--- src/rtl/alu_writeback_pkg.sv ---
// Shared defaults and FSM state type for the ALU writeback slice.
package alu_writeback_pkg;

  localparam int unsigned DEF_CORES      = 32;
  localparam int unsigned DEF_BITS       = 16;
  localparam int unsigned DEF_ADDR_WIDTH = 8;
  localparam int unsigned DEF_DEPTH      = 4;

  typedef enum logic [1:0] {
    IDLE    = 2'd0,
    COLLECT = 2'd1,
    HOLD    = 2'd2
  } wb_state_t;

endpackage

--- src/rtl/wb_addr_fifo.sv ---
// Pending-destination FIFO; DEPTH must be a power of two so pointers wrap naturally.
module wb_addr_fifo #(
  parameter int unsigned ADDR_WIDTH = 8,
  parameter int unsigned DEPTH      = 4,
  localparam int unsigned PTR_W     = (DEPTH > 1) ? $clog2(DEPTH) : 1,
  localparam int unsigned CNT_W     = $clog2(DEPTH + 1)
) (
  input  logic                  clock,
  input  logic                  reset,
  input  logic                  push,
  input  logic                  pop,
  input  logic [ADDR_WIDTH-1:0] din,
  output logic [ADDR_WIDTH-1:0] head,
  output logic [CNT_W-1:0]      count,
  output logic                  full
);

  logic [ADDR_WIDTH-1:0] mem [DEPTH];
  logic [PTR_W-1:0]      wr_ptr;
  logic [PTR_W-1:0]      rd_ptr;
  logic                  push_ok;
  logic                  pop_ok;

  assign full    = (count == CNT_W'(DEPTH));
  assign push_ok = push && !full;
  assign pop_ok  = pop && (count != '0);
  assign head    = mem[rd_ptr];

  always_ff @(posedge clock) begin
    if (reset) begin
      wr_ptr <= '0;
      rd_ptr <= '0;
      count  <= '0;
    end else begin
      if (push_ok) wr_ptr <= PTR_W'(wr_ptr + 1'b1);
      if (pop_ok)  rd_ptr <= PTR_W'(rd_ptr + 1'b1);
      case ({push_ok, pop_ok})
        2'b10:   count <= CNT_W'(count + 1'b1);
        2'b01:   count <= CNT_W'(count - 1'b1);
        default: count <= count;
      endcase
    end
  end

  always_ff @(posedge clock) begin
    if (!reset && push_ok) mem[wr_ptr] <= din;
  end

endmodule

--- src/rtl/alu_writeback.sv ---
// Gathers per-lane ALU results into one vector and writes it to the destination
// popped from the pending FIFO once every lane has reported.
module alu_writeback
  import alu_writeback_pkg::*;
#(
  parameter int unsigned CORES      = DEF_CORES,
  parameter int unsigned BITS       = DEF_BITS,
  parameter int unsigned ADDR_WIDTH = DEF_ADDR_WIDTH,
  parameter int unsigned DEPTH      = DEF_DEPTH
) (
  input  logic                    clock,
  input  logic                    reset,
  input  logic                    issue_valid,
  input  logic [ADDR_WIDTH-1:0]   issue_addr,
  output logic                    issue_ready,
  input  logic [CORES*BITS-1:0]   alu_out,
  input  logic [CORES-1:0]        is_output_valid,
  output logic                    write,
  output logic [ADDR_WIDTH-1:0]   write_addr,
  output logic [CORES*BITS-1:0]   write_data,
  output logic                    busy,
  output logic                    overflow_err
);

  localparam int unsigned CNT_W = $clog2(DEPTH + 1);

  wb_state_t              state, state_nxt;
  logic [CORES-1:0]       mask;
  logic [CORES-1:0]       merged;
  logic [CORES-1:0]       cap;
  logic [CORES*BITS-1:0]  lane_buf;
  logic [CORES*BITS-1:0]  merged_buf;
  logic [ADDR_WIDTH-1:0]  fifo_head;
  logic [CNT_W-1:0]       fifo_count;
  logic                   fifo_full;
  logic                   capture_en;
  logic                   complete;
  logic                   dup;

  wb_addr_fifo #(
    .ADDR_WIDTH (ADDR_WIDTH),
    .DEPTH      (DEPTH)
  ) u_fifo (
    .clock (clock),
    .reset (reset),
    .push  (issue_valid),
    .pop   (complete),
    .din   (issue_addr),
    .head  (fifo_head),
    .count (fifo_count),
    .full  (fifo_full)
  );

  assign issue_ready = !fifo_full;

  // In HOLD nothing is captured; every valid bit counts as a duplicate.
  assign cap      = is_output_valid & ~mask & {CORES{capture_en}};
  assign dup      = |(is_output_valid & (mask | {CORES{~capture_en}}));
  assign merged   = mask | is_output_valid;
  assign complete = (&merged) && (fifo_count != '0);

  always_comb begin
    merged_buf = lane_buf;
    for (int unsigned i = 0; i < CORES; i++) begin
      if (cap[i]) merged_buf[i*BITS +: BITS] = alu_out[i*BITS +: BITS];
    end
  end

  always_ff @(posedge clock) begin
    if (reset) state <= IDLE;
    else       state <= state_nxt;
  end

  always_comb begin
    state_nxt = state;
    if (complete)      state_nxt = IDLE;
    else if (&merged)  state_nxt = HOLD;
    else if (|merged)  state_nxt = COLLECT;
    else               state_nxt = IDLE;
  end

  always_comb begin
    busy       = (state != IDLE) || (fifo_count != '0);
    capture_en = (state != HOLD);
  end

  always_ff @(posedge clock) begin
    if (reset) begin
      mask         <= '0;
      lane_buf     <= '0;
      write        <= 1'b0;
      write_addr   <= '0;
      write_data   <= '0;
      overflow_err <= 1'b0;
    end else begin
      write <= complete;
      if (complete) begin
        write_data <= merged_buf;
        write_addr <= fifo_head;
        mask       <= '0;
        lane_buf   <= '0;
      end else begin
        mask     <= mask | cap;
        lane_buf <= merged_buf;
      end
      if (dup) overflow_err <= 1'b1;
    end
  end

endmodule
--- config.mk ---
export PLATFORM = sky130hd
export DESIGN_NAME = alu_writeback
export DESIGN_NICKNAME = d
export VERILOG_FILES = /design/src/rtl/alu_writeback_pkg.sv /design/src/rtl/wb_addr_fifo.sv /design/src/rtl/alu_writeback.sv
export SDC_FILE = /design/constraint.sdc
export NUM_CORES = 2
export LEC_CHECK = 0
export ABC_CLOCK_PERIOD_IN_PS = 3000
export BUFFER_PORTS_ARGS = -buffer_cell sky130_fd_sc_hd__buf_2
export CORE_AREA = 2 2 424 426
export DETAILED_ROUTE_END_ITERATION = 10
export DIE_AREA = 0 0 426 428
export REMOVE_ABC_BUFFERS = 1
export SYNTH_ARGS = -nofsm -noshare
export SYNTH_HDL_FRONTEND = slang
export SYNTH_SLANG_ARGS = --single-unit
--- constraint.sdc ---
create_clock -name clock -period 3 [get_ports clock]
set_input_delay 0 -clock clock [delete_from_list [all_inputs] [get_ports clock]]
set_output_delay 0 -clock clock [all_outputs]
set_load 0.02 [all_outputs]
==> impl_metrics.yaml <==
outcome:
  status: "complete, no violations"
grt:
  grt_usage_pct: 19.18
  grt_pass1_vias: 40584
  grt_max_degree: 157
  grt_pass1_wl_mm: 264.3
  antenna_found_initial: 66
  grt-ovfl-total: 0
placement:
  placed_cell_area_um2: 48200
  numPortBuffers: 1078
  finalWeightedCongestion: 0.9377
  dp.cells: 6978
  hpwl_mm: 121.1
timing:
  relSlewSlack_pct: 34.49
  tns_ps: 0
  maxSlewViolCount: 0
  fin_skew_ps: 35.63
  fin_crit_ps: 2881
  fmax_mhz: 347.1
  holdWs_ps: 67.18
  hold_viol_final: 0
  setup_viol: 0
  tightest_slew_ps: 978.4
  fin_crit_sh_pct: 96.05
final_layout:
  final_common_cell: "buf_2"
  drive_gt1_share_pct: 24.75
  fin_nets: 6367
  final_util_pct: 35.65
  layout.cells.non_filler: 8322
  area_growth_pct: 57.41
  layout_common_cells: "buf_2 (1,077), dfxtp_1 (1,075), dlygate4sd3_1 (1,050)"
  final_area_um2: 63330
worst_setup_path:
  crit_path_end_kind: "flop"
  worstPathMaxFanout: 114
  reg2reg_from: "mask[25]"
  r2r_end: "write_data[158]"
  cp.arrival_ps: 3510
  reg2regPathDepth: 8
  required_ps: 3630
  rrSetupSlack_ps: 120
  cp-start-kind: "flop"
  worstSetupPathType: "reg -> reg"
synthesis:
  netlist_top_cells_area: "dfxtp_1 (53%), mux2i_1 (13%), a211oi_1 (9.6%)"
  synth_cells: 3844
  synth_warnings: 0
  syn_area_per_cell_um2: 10.47
  synth_area_leader_cell: "dfxtp_1"
  ys_types: 35
  ys_seq_area_share_pct: 55.88
  ys_ff_latch: 1107
  netlist.area_leader.share_pct: 53.49
  syn_area_um2: 40230
die:
  die-area_um2: 182300
  pin_count: 1079
  dieWidth_um: 426
  core_um2: 177600
  rows: 155
  initial_core_util_pct: 22.65
  die_h_um: 428
hold_path:
  hp-class: "in -> reg"
  min_path_cells: 4
  worstHoldStart: "alu_out[250]"
  min_to: "lane_buf[250]"
power:
  power_frac_seq_pct: 42.4
  p_clk_share_pct: 45.4
  swShare_pct: 25.31
  pwr-share-comb_pct: 12.2
  leakagePower_uw: 0.02540
  switching_power_uw: 9223
  intPower_uw: 27210
  vdd_ir_drop_max_v: 0.0005248
  p_per_area_nw_per_um2: 575.3
route:
  firstDrtPassIters: 5
  drt-initial-drc-count: 2834
  post_drt_wl_per_cell_um: 22.13
  via_per_inst: 4.816
  wirelength_mm: 184.1
  vias: 40077
  drcViolationCount: 0
  antenna_left: 0
clock_network:
  numClockSinks: 1107
  cts-buffers-inserted: 131
  root_buffer: "clkbuf_16"
  cts_tree: "done"
  clk_pin_slew_worst_paths_ps: 60
  htree_num_levels: 4
  cts_max_path_buffers: 3
  clk_latency_ps: 790
job:
  drv_cap: 0
-- metal layers --
metal  global-route usage (%)  share of wire [%]  vias to the layer above
li1                         -                  -                    18202
met1                    22.34                 39                    19420
met2                    31.04                 47                     1884
met3                    5.541                8.2                      569
met4                    11.52                6.1                        2
met5                        0             0.0092                        -
-- how the worst max path moves through the flow --
stage,start,endpoint,slack [ps]
finish,mask[25],write_data[158],120
global route,mask[20],write_data[6],-4
CTS,mask[25],write_data[65],80
detailed placement,mask[16],write_data[142],120
global placement,mask[25],write_data[257],180
floorplan,mask[16],u_fifo.count[2],-27010
-- registers in the layout, summed over array words and instances (netlist names), 2 cells and up --
signal and flops:
lane_buf 512, mask 32, state 2, u_fifo.count 3
u_fifo.mem 32, u_fifo.rd_ptr 2, u_fifo.wr_ptr 2, write_addr 8
write_data 512
-- kinds of logic (layout without fill, tap and decap cells) --
group	Yosys count	in the layout	synth area share [%]
fa+ha+maj	6	6	0.2053
mux	523	523	13.27
compound gates	1094	1094	18.51
flops	1107	1107	55.88
xor+xnor	3	3	0.06532
other cells	0	57	0
simple gates	683	683	7.044
buf+inv	428	2494	5.032
-- through the flow --
| step | setup slack [ps] | total power, µW |
|---|---|---|
| after floorplan | -27010 | 17460 |
| after global placement | 175.2 | 18770 |
| after detailed placement | 116.8 | 18830 |
| after CTS | 81.29 | 36760 |
| after global routing | -3.830 | 37700 |
| final | 118.6 | 36440 |
-- worst max-delay path, cell delays in order, from the launching register on --
cell and delay [ps]:
dfxtp_1 410, o22ai_1 140, nor4_2 400, nand3_1 210, nor3_2 260, buf_4 180
buf_12 260, buf_16 360, a211oi_1 180
-- final cells by class --
cell class,instances,area (µm²)
antenna,57,142.6
multi-input combinational,2309,15930
inverter,2,7.507
clock inverter,46,568.0
clock buffer,191,3880
timing repair buffer,2255,17380
fill,17368,114300
tap,2355,2947
sequential,1107,22480
-- synthesized netlist by cell type --
library cell	number
o21ai_0	32
nor2b_1	3
xor2_1	1
buf_6	1
nand2_1	4
a21oi_1	11
clkbuf_1	135
buf_1	2
buf_4	20
a211oi_1	513
or3_1	3
xnor2_1	2
mux2i_1	513
nor4_1	23
and3_1	1
nand4_1	20
o2111ai_1	1
a31o_1	1
a31oi_1	512
and2_1	5
fa_1	1
ha_1	5
nand3_1	2
nor3_2	1
o22ai_1	16
nor3_1	3
mux2_2	2
nor2_1	586
edfxtp_1	32
nor3b_1	32
buf_2	268
inv_1	2
dfxtp_1	1075
mux4_2	8
o31ai_1	8
-- repair_timing --
action	in CTS	in global routing
setup buffers	0	0
endpoints found under the setup margin	0	152
gates resized for setup	0	5
hold endpoints to repair	1101	0
hold buffers	1050	0
-- power groups by stage --
stage	clock network [µW]	logic (µW)	registers (µW)
floorplan	0	1740	15700
global placement	0	3030	15700
global route	17500	4730	15500
detailed placement	0	3070	15800
finish	16600	4430	15400
CTS	16900	4370	15400
No activity file was read; power rests on OpenSTA's default activity.
